<file path="config.mk">
export PLATFORM = sky130hd
export DESIGN_NAME = hiv1_assay_sequencer
export DESIGN_NICKNAME = d
export VERILOG_FILES = /design/src/rtl/hiv1_assay_sequencer.sv
export SDC_FILE = /design/constraint.sdc
export NUM_CORES = 1
export LEC_CHECK = 0
export CORE_UTILIZATION = 45
export CTS_CLUSTER_DIAMETER = 80
export DETAILED_ROUTE_END_ITERATION = 8
export GPL_TIMING_DRIVEN = 0
export PLACE_DENSITY = 0.74
export SYNTH_ARGS = -nofsm -noshare
export SYNTH_HDL_FRONTEND = slang
export SYNTH_SLANG_ARGS = --single-unit
</file>
<file path="constraint.sdc">
create_clock -name clk -period 6.5 [get_ports clk]
set_input_delay 0.65 -clock clk [delete_from_list [all_inputs] [get_ports clk]]
set_output_delay 0.65 -clock clk [all_outputs]
set_load 0.05 [all_outputs]
</file>
<file path="src/rtl/hiv1_assay_sequencer.sv">
// Timed sequencer for one HIV-1 p24 immunoassay run: drives the flow switch
// port selects plus pump/mixer enables through load, mix, capture, washes, detect and flush.
module hiv1_assay_sequencer #(
  parameter int TIMER_W   = 16,
  parameter int T_LOAD    = 64,
  parameter int T_MIX     = 256,
  parameter int T_XFER    = 32,
  parameter int T_WASH    = 48,
  parameter int WASH_REPS = 2,
  parameter int T_DET     = 128,
  parameter int T_FLUSH   = 64
) (
  input  logic       clk,
  input  logic       rst,
  input  logic       start,
  input  logic       abort,
  input  logic       hold,
  input  logic       fault,
  output logic [1:0] sw41_sel,
  output logic [1:0] sw42_sel,
  output logic [1:0] sw3_sel,
  output logic       flow_en,
  output logic       mix_en,
  output logic       detect_valid,
  output logic [3:0] step,
  output logic       busy,
  output logic       done,
  output logic       aborted
);

  if (T_LOAD < 1 || T_MIX < 1 || T_XFER < 1 || T_WASH < 1 || T_DET < 1 || T_FLUSH < 1 ||
      WASH_REPS < 1 || WASH_REPS > 15) begin : g_bad_param
    $error("hiv1_assay_sequencer: zero duration or WASH_REPS outside 1..15");
  end

  typedef enum logic [3:0] {
    S_IDLE      = 4'd0,
    S_LOAD      = 4'd1,
    S_MIX       = 4'd2,
    S_CAPTURE   = 4'd3,
    S_WASH_A    = 4'd4,
    S_ANTIBODY  = 4'd5,
    S_WASH_B    = 4'd6,
    S_SUBSTRATE = 4'd7,
    S_DETECT    = 4'd8,
    S_FLUSH     = 4'd9,
    S_FAULT     = 4'd15
  } state_t;

  state_t             state, nxt_state;
  logic [TIMER_W-1:0] timer, nxt_timer;
  logic [3:0]         wash_cnt, nxt_wash;
  logic               paused, abort_go, run_end;
  logic [1:0]         nxt_sw41, nxt_sw42, nxt_sw3;
  logic               nxt_flow, nxt_mix;

  // Next state and timer; priority is fault, then abort, then hold, then expiry.
  always_comb begin
    nxt_state = state;
    nxt_timer = timer;
    nxt_wash  = wash_cnt;
    paused    = 1'b0;
    abort_go  = 1'b0;
    run_end   = 1'b0;
    if (fault) begin
      nxt_state = S_FAULT;
    end else begin
      case (state)
        S_IDLE: begin
          if (start && !hold) begin
            nxt_state = S_LOAD;
            nxt_timer = TIMER_W'(T_LOAD - 1);
          end
        end
        S_FAULT: ;
        default: begin
          if (abort && state != S_FLUSH) begin
            nxt_state = S_FLUSH;
            nxt_timer = TIMER_W'(T_FLUSH - 1);
            abort_go  = 1'b1;
          end else if (hold) begin
            paused = 1'b1;
          end else if (timer != '0) begin
            nxt_timer = timer - 1'b1;
          end else if ((state == S_WASH_A || state == S_WASH_B) &&
                       wash_cnt != 4'(WASH_REPS - 1)) begin
            nxt_wash  = wash_cnt + 4'd1;
            nxt_timer = TIMER_W'(T_WASH - 1);
          end else begin
            nxt_wash = '0;
            case (state)
              S_LOAD:      begin nxt_state = S_MIX;       nxt_timer = TIMER_W'(T_MIX - 1);   end
              S_MIX:       begin nxt_state = S_CAPTURE;   nxt_timer = TIMER_W'(T_XFER - 1);  end
              S_CAPTURE:   begin nxt_state = S_WASH_A;    nxt_timer = TIMER_W'(T_WASH - 1);  end
              S_WASH_A:    begin nxt_state = S_ANTIBODY;  nxt_timer = TIMER_W'(T_XFER - 1);  end
              S_ANTIBODY:  begin nxt_state = S_WASH_B;    nxt_timer = TIMER_W'(T_WASH - 1);  end
              S_WASH_B:    begin nxt_state = S_SUBSTRATE; nxt_timer = TIMER_W'(T_XFER - 1);  end
              S_SUBSTRATE: begin nxt_state = S_DETECT;    nxt_timer = TIMER_W'(T_DET - 1);   end
              S_DETECT:    begin nxt_state = S_FLUSH;     nxt_timer = TIMER_W'(T_FLUSH - 1); end
              S_FLUSH:     begin nxt_state = S_IDLE;      nxt_timer = '0; run_end = 1'b1;    end
              default:     begin nxt_state = S_FAULT;     nxt_timer = '0;                    end
            endcase
          end
        end
      endcase
    end
  end

  // Switch routing per state; selects depend only on the state so they never move mid-step.
  always_comb begin
    nxt_sw41 = 2'd1;
    nxt_sw42 = 2'd0;
    nxt_sw3  = 2'd2;
    nxt_flow = 1'b0;
    nxt_mix  = 1'b0;
    case (nxt_state)
      S_LOAD:      begin nxt_sw42 = 2'd3; nxt_sw3 = 2'd3; nxt_flow = 1'b1; end
      S_MIX:       nxt_mix = 1'b1;
      S_CAPTURE,
      S_WASH_A,
      S_WASH_B:    begin nxt_sw3 = 2'd1; nxt_flow = 1'b1; end
      S_ANTIBODY:  begin nxt_sw41 = 2'd2; nxt_sw42 = 2'd1; nxt_sw3 = 2'd1; nxt_flow = 1'b1; end
      S_SUBSTRATE: begin nxt_sw41 = 2'd0; nxt_sw42 = 2'd1; nxt_sw3 = 2'd1; nxt_flow = 1'b1; end
      S_DETECT:    begin nxt_sw41 = 2'd3; nxt_sw42 = 2'd1; nxt_sw3 = 2'd1; nxt_flow = 1'b1; end
      S_FLUSH:     begin nxt_sw3 = 2'd3; nxt_flow = 1'b1; end
      default:     ;
    endcase
  end

  always_ff @(posedge clk) begin
    if (rst) begin
      state        <= S_IDLE;
      timer        <= '0;
      wash_cnt     <= '0;
      sw41_sel     <= 2'd1;
      sw42_sel     <= 2'd0;
      sw3_sel      <= 2'd2;
      flow_en      <= 1'b0;
      mix_en       <= 1'b0;
      detect_valid <= 1'b0;
      step         <= 4'd0;
      busy         <= 1'b0;
      done         <= 1'b0;
      aborted      <= 1'b0;
    end else begin
      state        <= nxt_state;
      timer        <= nxt_timer;
      wash_cnt     <= nxt_wash;
      sw41_sel     <= nxt_sw41;
      sw42_sel     <= nxt_sw42;
      sw3_sel      <= nxt_sw3;
      flow_en      <= nxt_flow && !paused;
      mix_en       <= nxt_mix && !paused;
      detect_valid <= (nxt_state == S_DETECT) && !paused;
      step         <= nxt_state;
      busy         <= (nxt_state != S_IDLE) && (nxt_state != S_FAULT);
      done         <= run_end && !aborted;
      if (state == S_IDLE && nxt_state == S_LOAD)
        aborted <= 1'b0;
      else if (abort_go)
        aborted <= 1'b1;
    end
  end

endmodule

</file>
==> results of run 1 <==
[synth_stat cells (3+ instances only)]
cell type and n:
a21o_1 3, a21oi_1 21, a311oi_1 5, a31oi_1 5, and3_1 7, buf_2 3, clkbuf_1 11, dfxtp_1 36
ha_1 4, inv_1 12, nand2_1 15, nand2b_1 4, nand3_1 6, nand4_1 6, nor2_1 31, nor3_1 16
nor4_1 6, o211ai_1 4, o21ai_0 21, o31ai_1 3, or3_1 5, xnor2_1 6
[worst max-delay path: stages]
cell	delay (ps)
clkdlybuf4s50_1	500
a41oi_1	560
o21ai_1	380
o21ai_0	670
nor2_1	110
[worst paths after layout]
| path | from | end | slack (ps) | cells past startpoint |
|---|---|---|---|---|
| worst min-delay path | wash_cnt[3] | wash_cnt[3] | 490 | 2 |
| worst min register to register | wash_cnt[3] | wash_cnt[3] | 490 | 2 |
| worst max-delay path | fault | timer[8] | 3790 | 5 |
| worst max register to register | state[3] | timer[8] | 3800 | 6 |
[routing by layer]
metal / GRT usage (%) / vias up
met4: 12.2 / 0
met5: 0 / -
met3: 4.58 / 13
li1: - / 1096
met1: 30.6 / 1067
met2: 39.8 / 91
[cell families (layout without fill, tap and decap cells)]
logic type,after synthesis,after routing
XOR/XNOR,8,8
flip-flops,36,36
AND/OR/NAND/NOR,112,112
adder cells (fa/ha/maj),4,4
AO/OA/AOI/OAI,90,90
buffers and inverters,30,57
[registers in the layout (all words and copies together), names as in the netlist]
register and flops:
aborted 1, busy 1, detect_valid 1, done 1, flow_en 1, mix_en 1
state 4, sw3_sel 2, sw41_sel 2, sw42_sel 2, timer 16, wash_cnt 4
[report_power, final]
part / switching, mW / total (mW) / internal [mW]
Combinational: 0.143 / 0.225 / 0.0819
Sequential: 0.0144 / 0.249 / 0.235
Clock: 0.0917 / 0.167 / 0.0748
[per-stage QoR]
step	cells	cell area (um^2)	util, %
2_1_floorplan	280	2230	-
3_3_place_gp	366	2500	52.6
3_5_place_dp	366	2500	52.6
4_1_cts	374	2590	54.5
5_1_grt	374	2590	54.5
6_report	374	2590	54.5
[cell type report]
type | instances | area (um^2) | area share [%]
Multi-Input combinational cell | 214 | 1380 | 53.3
Sequential cell | 36 | 721 | 27.8
Timing Repair Buffer | 19 | 190 | 7.34
Tap cell | 67 | 83.8 | 3.24
Buffer | 18 | 82.6 | 3.19
Clock buffer | 5 | 68.8 | 2.66
Inverter | 12 | 45.0 | 1.74
Clock inverter | 3 | 18.8 | 0.725
==> summary by stage, run 1 <==
Cells and area
The library cell used most frequently in the layout, excluding fill and tap cells, is dfxtp_1. In the final design database the tool counted 316 nets. Relative to the synthesized area, the layout overhead comes to 16.2%. The number of fillers in the final layout is 481.

Leaving out fill and tap cells, the most frequent cells in the layout are dfxtp_1 (36), nor2_1 (31), o21ai_0 (21), a21oi_1 (21), clkdlybuf4s50_1 (19). 0 antenna diodes ended up in the layout. The fraction of layout instances using a drive strength above 1 is 8.79%.

Timing
For the final database, setup skew stands at 9.48 ps. Setup repair after global routing left no endpoint under its margin. The measured slew at the worst slew-check pin is 816 ps. The relative slew slack is 45.4%. The share of the clock period used by the worst path is 41.6%. The final hold violation count was 0. Static timing analysis puts the maximum clock frequency at 369 MHz. The total negative slack is 0 ps. The number of slew-limit violations in the final report is 0. The tightest hold margin is 489 ps. The final critical delay including setup and external delays is 2710 ps. Setup violations remaining at the end of the flow were counted as 0.

The worst setup margin is 3790 ps.

Drt
The first detailed-routing pass ran for 5 iterations. In the final routed layout, each cell accounts on average for 15.9 um. For this run, design rule violations remaining after detail routing come to 0. Routed signal wires occupy layers up through met4.

The detailed-route wire length on metal 1 is 2.67 mm. In this run the remaining antenna-violating nets after routing total 0. The routed design has 5.93 mm of wire. Dividing the detail-routed via count by the number of cells gives 6.06. For this block, the initial DRC count from the detailed router was 270. The met2 wire length is 2.82 mm. Detailed routing placed a total of 331 um of wire on met3.

Detailed routing inserted a total of 2267 vias.

Synth
For this run, the leading register cell type out of synthesis is dfxtp_1. The post-synthesis instance area is 2230 um^2. Summing the areas of all and, or, nand and nor instances in the mapped netlist gives 28.0% of the synthesized area. The number of flops mapped to enable cells by yosys is 0. Of the synthesized area, sequential elements account for 32.3%. After synthesis, the largest family of logic cells by area is compound AO/OA/AOI/OAI gates. The share of the synthesized area in the top cell type is 32.3%.

After synthesis, the share of flip-flops with an asynchronous set or reset is 0%. The synthesized design contains 36 register bits. After Yosys synthesis, XOR and XNOR cells account for 3.14% of the synthesized area. The unique cell type count in the Yosys netlist is 60. Yosys printed 0 warnings. In the synthesized netlist, the number of instances is 280. By area the synthesized netlist is led by dfxtp_1 (32%), nor2_1 (5.2%), a21oi_1 (4.7%). The average instance area after synthesis is 7.96 um^2.

The arithmetic-cell share of the synthesized area counting full adders, half adders and majority gates is 2.25%. The net count after synthesis is 290. The portion of synthesized area spent on multiplexers is 0%.

The post-synthesis compound-gate area fraction is 28.6%. Of all cell types, the one taking the most synthesized area is dfxtp_1.

Pwr
The design draws 641 uW. The power density normalized to cell area is 248 nW/um^2. The analysis attributes to cell leakage a power of 0.943 nW.

The worst-case IR drop observed on VDD is 0.000113 V.

Clocking
Buffers inserted to repair hold after CTS numbered 0. The clock tree from TritonCTS is built. The master cell of the clock root buffer is clkbuf_8. The clock sink count is 36. The number of gates resized after CTS is 0. In this run the number of H-tree levels came out at 2. The clock transition at the registers of the reported paths is 80 ps. The number of clock buffers inserted by TritonCTS is 5. After clock tree synthesis, the setup repair step added 0 buffers. The worst-skew pair later-pin latency is 300 ps.

The buffer depth of the longest clock path is 2.

Worst setup path
The peak fanout along the critical path is 7. The critical path is of the input port to flip-flop type. The critical path endpoint category is a flip-flop.

The kind of start point of the critical path is an input port. STA puts the critical path data arrival time at 2870 ps. Data on the critical path is required at its endpoint by 6660 ps.

Floorplanning
The floorplan has 25 rows. Once the floorplan was initialized, standard cells occupied 46.9% of the core. In this run the standard cell core region covers 4750 um^2. The number of ports placed on the die boundary is 22. The horizontal die dimension is 72.4 um.

The die boundary height is 72.4 um. The die footprint is 5240 um^2.

Run status
The run finished with clean final reports.

Global routing
The number of global-route vias before repair is 2030. The first global-routing pass estimated 9.84 mm of wire. Entering global routing, the biggest net connects 13 pins. The global route total overflow is 0.

The number of antenna violations at the first check in global routing came to 0. The global routing usage summed across all routing layers is 24.3%.

Placed design
The placement-stage worst setup slack is 3550 ps. The sum of net half-perimeters after detailed placement is 4.23 mm. Routability-driven placement finished with a final weighted congestion of 0.980. The count of buffers inserted at the top-level ports is 19.

Flow run
The count of maximum capacitance violations is 0.

Hold path
The min-delay analysis places its worst path in the category flip-flop to flip-flop.
Note: power is estimated with default switching activity, not from simulation.
==> run 2, diff against run 1 <==
clock period = 2.7 ns   (was 6.5 ns; I/O delays follow)
==> run 2 against run 1 <==
Effect of this change:
- global-route usage stayed put
- cell count stayed put
- combinational power is 140% higher
- register-to-register slack worse by 3600 ps
- first-iteration DRC count is 17% lower
- via count is 0.79% lower
- clock skew hardly changed
- setup slack worse by 3600 ps
- clock-buffer cell count stayed put
- hold slack worse by 23 ps
- critical path type is now flip-flop to flip-flop
- largest power group unchanged
==> summary by stage, run 2 (synthesized netlist as in run 1, its figures left out) <==
Clocking
The clock sink count came to 36 (unchanged). The number of gates resized after CTS is 0 (unchanged). The master cell of the clock root buffer is clkbuf_8 (unchanged). The number of clock buffers inserted by TritonCTS is 5 (unchanged). The buffers inserted during post-CTS setup optimization is 0 (unchanged). The CTS H-tree depth was 2 (unchanged). The buffer depth of the longest clock path is 2 (unchanged). The total of hold buffers inserted after clock tree synthesis is 0 (unchanged). The worst-skew pair later-pin latency is 300 ps (about the same). The clock tree from TritonCTS is built (unchanged). The clock transition at the registers of the reported paths is 80 ps (about the same).

Drt
The number of routed nets with antenna violations came to 0 (unchanged). The post-detailed-routing wire length is 5.97 mm (was 5.93 mm). The detailed-routing iteration count for the pre-antenna-repair pass is 4 (was 5). The residual DRC count is 0 (unchanged).

The violation count after the first detailed-routing iteration came to 223 (was 270). The total number of vias is 2249 (was 2267). The post-detailed-route via-to-cell ratio came to 6.01 (was 6.06). The detail-routed net length per standard cell is 16.0 um (was 15.9 um).

Pwr
The worst-case vdd ir drop is 0.000276 V (was 0.000113 V). The power density normalized to cell area is 596 nW/um^2 (was 248 nW/um^2). The leakage power is 0.947 nW (was 0.943 nW).

Cells and area
The number of fillers in the final layout is 480 (was 481). The most common cell after layout, fill and taps aside is dfxtp_1 (unchanged). Largest registers in the final layout: timer (16), state (4), wash_cnt (4) (unchanged). The area added between synthesis and finish is 16.6% (was 16.2%). Most frequent cells in the layout: dfxtp_1 (36), nor2_1 (31), a21oi_1 (21) (was dfxtp_1 (36), nor2_1 (31), o21ai_0 (21), a21oi_1 (21), clkdlybuf4s50_1 (19)). The number of flip-flops under the largest register name was 16 (unchanged). The most flop-heavy register is timer (unchanged). The multi-input combinational cell area is 1390 um^2 (was 1380 um^2). The combined flip-flop and latch cell area is 721 um^2 (unchanged). The layout net count is 316 (unchanged). The fraction of layout instances using a drive strength above 1 is 9.45% (was 8.79%). The number of diodes added for antenna fixing is 0 (unchanged).

Floorplanning
The area of the core region is 4750 um^2 (unchanged). The die footprint is 5240 um^2 (unchanged). The initial standard-cell utilization of the core came to 46.9% (unchanged). The number of ports placed on the die boundary is 22 (unchanged).

The placement row count is 25 (unchanged). The horizontal die dimension is 72.4 um (unchanged). The die boundary height is 72.4 um (unchanged).

Global routing
The met2 capacity usage during global routing is 39.8% (unchanged). The pin count of the biggest net entering global routing was 13 (unchanged). The global-route layer with the greatest usage was met2 (unchanged). The global route total overflow is 0 (unchanged). The number of antenna violations at the first check in global routing is 0 (unchanged). The global-route wire length before repair is 9.84 mm (unchanged). The global routing usage summed across all routing layers came to 24.3% (unchanged). The met3 track demand over resource came to 4.58% (unchanged). The met1 capacity usage during global routing was 30.6% (unchanged). The number of global-route vias before repair is 2030 (unchanged).

Timing
The share of the clock period used by the worst path is 93.3%. Unrepaired setup endpoints after global routing: false (unchanged). The relative slew slack is 57.8% (was 45.4%).

The measured slew at the worst slew-check pin was 625 ps (was 816 ps). The tightest hold margin is 465 ps (was 489 ps). The final hold violation count was 0 (unchanged). The total negative slack is 0 ps (unchanged).

The highest clock frequency the design can meet is 397 MHz. The number of slew-limit violations in the final report is 0 (unchanged). The final critical delay including setup and external delays is 2520 ps. The clock skew is 9.06 ps (was 9.48 ps). The number of setup violations in the final report is 0 (unchanged).

Worst setup path
The number of cells traversed by the worst register-to-register path came to 7 (was 6). The endpoint required time on the critical path came to 2880 ps (was 6660 ps). The arrival time at the worst endpoint is 2700 ps (was 2870 ps). The peak fanout along the critical path is 10 (was 7).

The kind of start point of the critical path was a flip-flop (was input port). The critical path endpoint category is a flip-flop (unchanged). The type of the worst setup path is flip-flop to flip-flop (was input port to flip-flop).

Flow run
The count of maximum capacitance violations is 0 (unchanged).

Hold path
The type of the tightest min-delay check is input port to flip-flop (was flip-flop to flip-flop). The hold path depth is 3 (was 2).

Run status
Outcome: finished clean (unchanged).

Placed design
The sum of net half-perimeters after detailed placement is 4.23 mm (unchanged). The count of buffers inserted at the top-level ports is 19 (unchanged). The routability congestion estimate from global placement is 0.980 (unchanged).
[run 2: changes by cell type in the layout (fill, tap and decap cells not counted)]
cell,delta
a31oi_1,-1
o21ai_1,+1
o21ai_0,-1
clkbuf_2,+1
clkbuf_1,-1
a31oi_2,+1
[run 2: power by group]
group | internal, mW | switching, mW
sequential | 0.566 | 0.0346
clock | 0.180 | 0.220
combinational | 0.198 | 0.348
total | 0.944 | 0.603
[run 2: metrics by stage]
step	cells	utilization, %	total power [mW]	setup WS [ps]	area [um^2]
3_3_place_gp	366	52.6	1.14	107	2500
2_1_floorplan	280	-	1.01	384	2230
6_report	374	54.6	1.55	181	2600
5_1_grt	374	54.6	1.62	41.8	2600
4_1_cts	374	54.5	1.54	82.2	2590
3_5_place_dp	366	52.6	1.15	112	2500
[run 2: critical path: stages, from the launching register on]
cell,delay [ps]
dfxtp_1,310
buf_2,170
clkbuf_1,270
a41oi_1,630
o21ai_1,370
nor4_1,410
xnor2_1,180
nor2_1,60
[run 2: final cells by class]
class	count	share of cell area (%)
Buffer	18	3.23
Clock buffer	5	2.65
Clock inverter	3	0.723
Inverter	12	1.73
Multi-Input combinational cell	214	53.4
Sequential cell	36	27.7
Tap cell	67	3.23
Timing Repair Buffer	19	7.32
[run 2: path summary, 6_finish.rpt]
path | start | to | slack (ps)
max | state[3] | timer[15] | 180
max reg2reg | state[3] | timer[15] | 180
min | rst | sw3_sel[1] | 470
min reg2reg | wash_cnt[3] | wash_cnt[3] | 490
[run 2: metal layers]
layer / vias to the layer above / wire [um]
met4: 0 / 101
met5: - / 0
li1: 1103 / -
met2: 84 / 2850
met1: 1051 / 2680
met3: 11 / 337
==> run 3, diff against run 2 <==
CTS_CLUSTER_SIZE = 12   (was unset)
==> results of run 3 <==
No change in the layout: final DEF, timing and power equal those of run 2.
